--- config.mk ---
export PLATFORM = sky130hd
export DESIGN_NAME = regfile_mp
export DESIGN_NICKNAME = d
export VERILOG_FILES = /design/src/rtl/regfile_pkg.sv /design/src/rtl/regfile_scoreboard.sv /design/src/rtl/regfile_mp.sv
export SDC_FILE = /design/constraint.sdc
export NUM_CORES = 2
export LEC_CHECK = 0
export ABC_CLOCK_PERIOD_IN_PS = 5750
export BUFFER_PORTS_ARGS = -buffer_cell sky130_fd_sc_hd__buf_2
export CELL_PAD_IN_SITES_DETAIL_PLACEMENT = 1
export CELL_PAD_IN_SITES_GLOBAL_PLACEMENT = 2
export CORE_ASPECT_RATIO = 0.8
export CORE_MARGIN = 1
export CORE_UTILIZATION = 40
export DETAILED_ROUTE_END_ITERATION = 6
export MAX_ROUTING_LAYER = met4
export PLACE_DENSITY_LB_ADDON = 0.1
export SETUP_SLACK_MARGIN = 0.2
export SYNTH_ARGS = -nofsm -noshare
export SYNTH_HDL_FRONTEND = slang
export SYNTH_HIERARCHICAL = 1
export SYNTH_SLANG_ARGS = --single-unit
--- constraint.sdc ---
create_clock -name clk -period 5.75 [get_ports clk]
set_clock_uncertainty 0.1 [all_clocks]
set_input_delay 0.2875 -clock clk [delete_from_list [all_inputs] [get_ports clk]]
set_output_delay 0.2875 -clock clk [all_outputs]
set_load 0.03 [all_outputs]
--- src/rtl/regfile_pkg.sv ---
// regfile_pkg: default sizes and helpers for
// the multi-read-port register file.
package regfile_pkg;

  localparam int DATA_W    = 32;
  localparam int ADDR_W    = 5;
  localparam int NUM_RD    = 2;
  // Widest busy vector popcount accepts.
  localparam int MAX_DEPTH = 256;

  function automatic int unsigned popcount(
    input logic [MAX_DEPTH-1:0] v
  );
    int unsigned n;
    n = 0;
    for (int i = 0; i < MAX_DEPTH; i++)
      n += 32'(v[i]);
    return n;
  endfunction

endpackage

--- src/rtl/regfile_scoreboard.sv ---
// regfile_scoreboard: per-register pending-write
// busy bits and registered busy count.
// Ports: clk, rst_n; wr_en/wr_addr release a
// register, resv_en/resv_addr reserve one;
// busy (vector) and busy_cnt (popcount) out.
module regfile_scoreboard
  import regfile_pkg::*;
#(
  parameter int ADDR_W   = regfile_pkg::ADDR_W,
  parameter int ZERO_REG = 1
) (
  input  logic                  clk,
  input  logic                  rst_n,
  input  logic                  wr_en,
  input  logic [ADDR_W-1:0]     wr_addr,
  input  logic                  resv_en,
  input  logic [ADDR_W-1:0]     resv_addr,
  output logic [2**ADDR_W-1:0]  busy,
  output logic [ADDR_W:0]       busy_cnt
);

  localparam int DEPTH = 2**ADDR_W;
  localparam int CW    = ADDR_W + 1;

  logic [DEPTH-1:0]     r_busy;
  logic [CW-1:0]        r_cnt;
  logic [DEPTH-1:0]     w_nxt;
  logic [MAX_DEPTH-1:0] w_pad;

  // Release first, then reserve: a same-edge
  // reserve of the written register wins.
  always_comb begin
    w_nxt = r_busy;
    if (wr_en)
      w_nxt[wr_addr] = 1'b0;
    if (resv_en)
      w_nxt[resv_addr] = 1'b1;
    if (ZERO_REG != 0)
      w_nxt[0] = 1'b0;
  end

  always_comb begin
    w_pad = '0;
    w_pad[DEPTH-1:0] = w_nxt;
  end

  // Count is taken from the next-state vector
  // so it lands on the same edge as the bits.
  always_ff @(posedge clk or negedge rst_n) begin
    if (!rst_n) begin
      r_busy <= '0;
      r_cnt  <= '0;
    end else begin
      r_busy <= w_nxt;
      r_cnt  <= CW'(popcount(w_pad));
    end
  end

  assign busy     = r_busy;
  assign busy_cnt = r_cnt;

endmodule

--- src/rtl/regfile_mp.sv ---
// regfile_mp: parametrised multi-read-port
// register file with bypass and busy tracking.
// Ports: clk, rst_n; rd_addr/rd_data/rd_busy
// packed per read port; wr_en/wr_addr/wr_data
// writeback; resv_en/resv_addr reserve; busy_cnt.
module regfile_mp
  import regfile_pkg::*;
#(
  parameter int DATA_W   = regfile_pkg::DATA_W,
  parameter int ADDR_W   = regfile_pkg::ADDR_W,
  parameter int NUM_RD   = regfile_pkg::NUM_RD,
  parameter int ZERO_REG = 1
) (
  input  logic                     clk,
  input  logic                     rst_n,
  input  logic [NUM_RD*ADDR_W-1:0] rd_addr,
  output logic [NUM_RD*DATA_W-1:0] rd_data,
  output logic [NUM_RD-1:0]        rd_busy,
  input  logic                     wr_en,
  input  logic [ADDR_W-1:0]        wr_addr,
  input  logic [DATA_W-1:0]        wr_data,
  input  logic                     resv_en,
  input  logic [ADDR_W-1:0]        resv_addr,
  output logic [ADDR_W:0]          busy_cnt
);

  localparam int DEPTH = 2**ADDR_W;

  logic [DATA_W-1:0] r_mem [DEPTH];
  logic [DEPTH-1:0]  w_busy;
  logic              w_wr;

  assign w_wr = wr_en &&
    !((ZERO_REG != 0) && (wr_addr == '0));

  always_ff @(posedge clk or negedge rst_n) begin
    if (!rst_n) begin
      for (int i = 0; i < DEPTH; i++)
        r_mem[i] <= '0;
    end else if (w_wr) begin
      r_mem[wr_addr] <= wr_data;
    end
  end

  regfile_scoreboard #(
    .ADDR_W   (ADDR_W),
    .ZERO_REG (ZERO_REG)
  ) u_sb (
    .clk       (clk),
    .rst_n     (rst_n),
    .wr_en     (wr_en),
    .wr_addr   (wr_addr),
    .resv_en   (resv_en),
    .resv_addr (resv_addr),
    .busy      (w_busy),
    .busy_cnt  (busy_cnt)
  );

  for (genvar g = 0; g < NUM_RD; g++)
  begin : g_rd
    logic [ADDR_W-1:0] w_a;
    logic              w_zero;
    logic              w_hit;

    assign w_a = rd_addr[g*ADDR_W +: ADDR_W];
    assign w_zero = (ZERO_REG != 0) &&
                    (w_a == '0);
    assign w_hit = wr_en && (wr_addr == w_a);

    assign rd_data[g*DATA_W +: DATA_W] =
      w_zero ? '0 :
      w_hit  ? wr_data :
               r_mem[w_a];

    // A same-cycle write satisfies the reader.
    assign rd_busy[g] =
      !w_zero && w_busy[w_a] && !w_hit;
  end

endmodule

## After elaboration in Yosys (flattened, before gate mapping)

Cells that the tools add are included.

| word-level totals | value |
|---|---|
| flip-flop bits (word level) | 1061 |
| bits of input ports | 56 |
| output and inout bits | 72 |
| word-level logic and storage cells | 123 |

| operators by class | value |
|---|---|
| add/sub/neg operators | 30 |
| magnitude comparators | 10 |
| equality and inequality tests | 2 |
| multiplexer cells | 23 |
| bitwise gates (word level) | 6 |
| reduce and logical (&&, ||, !) cells | 18 |

Operators by type and width:

| cell | number |
|---|---|
| 1024-bit bitwise mux | 1 |
| 32-bit two-way mux | 11 |
| 32-bit binary-select mux with 5-bit select | 2 |
| 6-bit by 1-bit adder with 6-bit output | 29 |
| 32-bit demux with 5-bit select | 1 |
| 32-bit AND | 1 |
| 32-bit inverter | 1 |
| 32-bit OR | 1 |
| 5-bit by 6-bit < comparator with 1-bit output (second input constant) | 4 |
| 6-bit >= comparator (second input constant) | 3 |
| 5-bit inverter with 6-bit output | 3 |
| 5-bit logical NOT | 3 |
| 1-bit binary-select mux with 5-bit select | 2 |
| 1-bit demux with 5-bit select | 2 |
| 5-bit equality test | 2 |
| 5-bit by 1-bit >= comparator with 1-bit output (second input constant) | 2 |
| 1-bit logical AND | 10 |
| 6-bit by 1-bit < comparator with 1-bit output (second input constant) | 1 |
| 1-bit logical NOT | 5 |
| 1-bit two-way mux | 4 |
| 1-bit by 1-bit adder with 2-bit output | 1 |

## Longest topological paths before layout

| depth | value |
|---|---|
| depth in word-level cells | 39 |
| gate-level depth with buffers | 17 |
| depth with buffers taken out | 17 |

## Cells and area by module

The synthesis kept the hierarchy.

Modules (own cells, without submodules):

| module | times used | cells each | area an instance (µm²) | seq. area each (µm²) |
|---|---|---|---|---|
| regfile_mp | 1 | 3793 | 55349.3 | 25624.6 |
| regfile_scoreboard | 1 | 220 | 2343.5 | 925.9 |

## Worst setup path before layout

OpenSTA, ideal clock, no wires.

| timing | value |
|---|---|
| path type | input-to-reg |
| start point | in resv_addr[0] |
| end point | reg u_sb.r_cnt[4] (netlist: u_sb/busy_cnt[4]) |
| library setup time | 0.080 ns |
| data arrival time | 5.180 ns |
| data required time | 5.570 ns |
| slack | 0.390 ns |
| cell stages on the path | 17 |
| buffers on the path | 1 |
| cell sequence | or3b_1 -> buf_2 -> o21a_1 -> fa_1 -> fa_1 -> fa_1 -> inv_1 -> fa_1 -> inv_1 -> fa_1 -> fa_1 -> fa_1 -> inv_1 -> fa_1 -> a21o_1 -> a21oi_1 -> xnor2_1 |

| on the way | value |
|---|---|
| cells in the longest elaborated chain, start to end | 36 |
| elaborated cells on any way between the ends | 37 |
| classes of those cells | add/sub: 30; order compare: 2; mux: 3; bitwise: 1; reduce/logical: 1 |

RTL lines:

| element | line | text |
|---|---|---|
| start: declaration | regfile_mp.sv:23 | `input logic [ADDR_W-1:0] resv_addr,` |
| 5-bit by 6-bit < comparator with 1-bit output (implied by the code) / 5-bit by 1-bit >= comparator with 1-bit output (equally long branches) | regfile_scoreboard.sv:37 | `w_nxt[resv_addr] = 1'b1;` |
| 1-bit logical AND (implied by the code) | regfile_scoreboard.sv:37 |  |
| 1-bit two-way mux (implied by the code) | regfile_scoreboard.sv:37 |  |
| 1-bit demux with 5-bit select * | n/a |  |
| 32-bit OR (no source line) * | n/a |  |
| 32-bit two-way mux * | regfile_scoreboard.sv:36 | `if (resv_en)` |
| 1-bit by 1-bit adder with 2-bit output | regfile_pkg.sv:17 | `n += 32'(v[i]);` |
| 6-bit by 1-bit adder with 6-bit output (28 in a row) | regfile_pkg.sv:17 |  |
| 6-bit by 1-bit adder with 6-bit output * | regfile_pkg.sv:17 |  |
| end signal: assignment | regfile_scoreboard.sv:55 | `r_cnt <= CW'(popcount(w_pad));` |
| end: declaration | regfile_scoreboard.sv:26 | `logic [CW-1:0] r_cnt;` |

Every way passes the cells marked *; elsewhere a longest branch is shown, timed or not.
A chain may end at the register's enable or synchronous reset.

## Worst setup path after layout

| timing | value |
|---|---|
| start point | in wr_addr[1] |
| end point | reg u_sb.r_cnt[4] (netlist: u_sb/busy_cnt[4]) |

| on the way | value |
|---|---|
| cells in the longest elaborated chain, start to end | 39 |
| elaborated cells on any way between the ends | 40 |
| classes of those cells | add/sub: 30; order compare: 2; mux: 4; bitwise: 3; reduce/logical: 1 |

RTL lines:

| element | line | text |
|---|---|---|
| start: declaration | regfile_mp.sv:20 | `input logic [ADDR_W-1:0] wr_addr,` |
| 5-bit by 6-bit < comparator with 1-bit output (implied by the code) / 5-bit by 1-bit >= comparator with 1-bit output (equally long branches) | regfile_scoreboard.sv:35 | `w_nxt[wr_addr] = 1'b0;` |
| 1-bit logical AND (implied by the code) | regfile_scoreboard.sv:35 |  |
| 1-bit two-way mux (implied by the code) | regfile_scoreboard.sv:35 |  |
| 1-bit demux with 5-bit select * | n/a |  |
| 32-bit inverter (no source line) * | n/a |  |
| 32-bit AND (no source line) * | n/a |  |
| 32-bit two-way mux * | regfile_scoreboard.sv:34 | `if (wr_en)` |
| 32-bit OR (no source line) | n/a |  |
| 32-bit two-way mux * | regfile_scoreboard.sv:36 |  |
| 1-bit by 1-bit adder with 2-bit output | regfile_pkg.sv:17 |  |
| 6-bit by 1-bit adder with 6-bit output (28 in a row) | regfile_pkg.sv:17 |  |
| 6-bit by 1-bit adder with 6-bit output * | regfile_pkg.sv:17 |  |

Marked as above.

==> summary.md <==
| Metric | Value |
|---|---|
| Status | finished clean |
| Post-synth cell types | 63 |
| Core ar. | between 100,000 and 150,000 µm² |
| Chip Height | 342 µm |
| Routability cong. | 0.799 |
| Global-route usage over all layers | 0.299 |
| Unrepaired setup endpoints after global routing | no |
| 1st-pass router iterations | 5 |
| # port buffers | 127 |
| Final std cells w/o fill | 5,968 |
| Synthesized instance count | ~4,000 |
| Slowest stage delay, CP | 0.58 ns |
| Crit path max-delay family | adder cells |
| # fillers | about 14,000 |
| Worst Setup End Kind | flip-flop |
| Final TNS setup | 0 ns |
| Starting Density | 0.403 |
| Most frequent cells in the layout | 1,061 x dfrtp_1, 1,011 x mux2_2, 408 x mux4_2, 202 x mux2i_1, 134 x buf_4 |
| I/O pin cnt | roughly 130 |
| Ratio of final minimum period to clock period | 0.943 |
| Vias in the first global route | between 30,000 and 40,000 |
| Final Hold Fails | 0 |
| Initial antenna violation count | 9 |
| CP Class | primary input to flip-flop |
| Max VDD drop | 0.623 mV |
| WP data arrival | 5.99 ns |
| Num CTS Buffers | 118 |
| Syn_nets | 4,099 |
| DIE AREA | about 150,000 µm² |
| First-pass GRT wire length | 305,000 µm |
| CTS root buf | clkbuf_16 |
| Hold WC Path Type | primary input to asynchronous set/reset pin |
| Synth Warn # | 6 |
| Fin nets | 4,066 |
| Avg Cell Area, Syn | 14.4 µm² |
| Initial drt markers | around 3,100 |
| CTS Buffer Depth | 3 |
| Synthesized flop and latch total | 1,061 |
| Slowest CP cell | fa_1 |
| Vias/cell | 6.38 |
| Layout cells sized above 1 | 0.486 |
| Setup violations, final | 0 |
| Startpoint types | primary input |
| Final min period | 5.43 ns |
| Chip width | ~430 µm |
| Worst-Margin Slew | 1.42 ns |
| MaxCap Viol Count | 0 |
| HPWL after DPL | 124,000 µm |
| DR DRC count | 0 |
| Wire length per cell | 35.2 µm |
| Largest net degree at the start of global routing | approximately 130 |
| Cell area after synthesis | about 58,000 µm² |
| Total grt overflow | 0 |
| Register area share after synthesis | 0.460 |
| Worst path most repeated cell | fa_1 |
| Worst-Skew Late Latency | 0.75 ns |
| Largest fanout on the critical path | 7 |
| Area Growth Syn to Fin | 11.8% |
| Cell Chain, Critical Path | dlygate4sd3_1 -> buf_2 -> or3b_4 -> o21ai_4 -> o21a_1 -> fa_1 -> fa_1 -> inv_1 -> fa_1 -> fa_1 -> inv_2 -> fa_1 -> fa_1 -> fa_2 -> inv_2 -> fa_2 -> a21o_1 -> a21oi_2 -> xnor2_1 |
| CTS tree | done |
| Commonest non-fill, non-tap cell in the layout | dfrtp_1 |
| Worst rel slew slack | 0.0507 |
| Placed cells | 5,720 |
| Fin. max-slew vios | 0 |
| H-Tree Depth | 3 |
| Synth Flop Type | dfrtp_1 |
| Cell area power density | 390 nW/µm² |
| Worst-path clk slew | 0.05 ns |
| Row count | approximately 120 |
| EDFF count, synth | 0 |
| Max Clock Freq | 184 MHz |
| Antenna Nets Post-Route | 0 |
| LEAKAGE | ~28 nW |
| WL final | 210,000 µm |
| Clk sinks | about 1,100 |
| CP bufs+invs | 5 |
| Worst Path Required | 6.31 ns |
| Share of flip-flops with an asynchronous set or reset | 1.00 |
| Vias | roughly 38,000 |
## sequential cells by signal (all words and copies together), names as in the netlist
signal / count
u_sb/busy: 31
u_sb/busy_cnt: 6
r_mem: 1024
## per-stage QoR
step	area (µm²)	utilization	power, mW	hold slack, ns	setup slack, ns
global placement	60200	0.421	17.1	0.233	0.0384
CTS	64400	0.450	25.2	0.00119	0.260
detailed placement	60200	0.421	17.3	0.235	0.0570
floorplan	57700	-	15.1	-0.108	0.390
global route	64500	0.451	26.5	0.0532	0.183
finish	64500	0.451	25.2	0.000856	0.325
## worst reg2reg max path: stages, from the launching register on
cell and delay [ns]:
dfrtp_1 0.39, o21ai_2 0.09, o21a_1 0.13, fa_1 0.56
inv_2 0.05, fa_1 0.52, fa_1 0.54, fa_1 0.57
inv_2 0.04, fa_1 0.49, fa_1 0.58, fa_2 0.22
inv_2 0.04, fa_2 0.33, a21o_1 0.17, a21oi_2 0.13
xnor2_1 0.12
## cell usage after synthesis, types with 5 or more instances
cell type	n	area [µm²]
dfrtp_1	1061	26600
mux2_2	1011	11400
mux4_2	408	9190
clkbuf_1	252	946
mux2i_1	202	2020
a22o_1	92	806
buf_2	78	390
a21oi_1	76	380
o21ai_0	76	380
buf_1	67	251
a22oi_1	64	480
nor2_1	59	221
o221ai_1	55	482
o22ai_1	54	338
nand2_1	53	199
buf_4	37	278
inv_1	31	116
a31oi_1	28	175
fa_1	23	460
o21a_1	23	173
a2111oi_2	20	300
nand3_1	20	100
nand3b_1	20	150
a221oi_1	15	131
and3_1	15	93.8
or3_1	14	87.6
mux4_1	12	315
a2111oi_0	11	96.3
buf_6	11	124
nor2b_1	11	68.8
o211ai_1	11	82.6
xnor2_1	10	87.6
o21ai_1	9	45.0
o22a_1	9	78.8
mux2_1	8	90.1
ha_1	7	87.6
nand2b_1	5	31.3
nor3b_1	5	37.5
## report_power, final
group | internal (mW) | leakage, nW | switching (mW) | total (mW)
clock | 4.51 | 1.95 | 3.33 | 7.85
sequential | 8.98 | 13.6 | 1.09 | 10.1
combinational | 3.78 | 12.5 | 3.49 | 7.26
total | 17.3 | 28.1 | 7.91 | 25.2
## layer usage
layer / up-vias / global-route usage / part of all wire
li1: 15486 / - / -
met1: 21297 / 0.447 / 0.48
met2: 1036 / 0.436 / 0.45
met3: 269 / 0.0347 / 0.046
met4: 0 / 0.0645 / 0.023
met5: - / - / 0
## logic make-up (layout without fill, tap and decap cells)
group                    Yosys count  count (layout)  synth area share
AO/OA/AOI/OAI                    558             558            0.0708
XOR/XNOR                          13              13           0.00197
adder cells (fa/ha/maj)           30              30           0.00950
buffers and inverters            482             544            0.0384
flip-flops                      1061            1061             0.460
multiplexers                    1641            1641             0.399
other                              1               4         0.0000650
AND/OR/NAND/NOR                  227             227            0.0204
## path summary, 6_finish.rpt
kind | startpoint | endpoint | slack [ns] | depth (start not counted)
min in group clk | wr_en | u_sb/busy[18] | 0.05 | 5
worst min-delay path | rst_n | u_sb/busy_cnt[2] | 0.0009 | 2
worst max register to register | u_sb/busy[1] | u_sb/busy_cnt[4] | 0.62 | 16
worst max-delay path | wr_addr[1] | u_sb/busy_cnt[4] | 0.32 | 19
worst min register to register | r_mem[1021] | r_mem[1021] | 0.29 | 0
max in group asynchronous | rst_n | r_mem[817] | 3.95 | 3
## cell type report
class                      count  area [µm²]  area share
clock inverter                31         364     0.00564
inverter                      31         116     0.00180
sequential                  1061       26600       0.411
antenna                        3        7.51    0.000116
timing repair buffer         298        2270      0.0352
tap                         1890        2360      0.0366
clock buffer                 184        3570      0.0554
multi-input combinational   2470       29300       0.454
## what timing repair did
action | 4_1_cts | 5_1_grt
resized for setup | 0 | 47
setup buffers | 0 | 7
hold buffers | 21 | 0
endpoints found under the setup margin | 0 | 1
endpoints found under the hold margin | 83 | 0
Power figures use the tool's default switching activity.
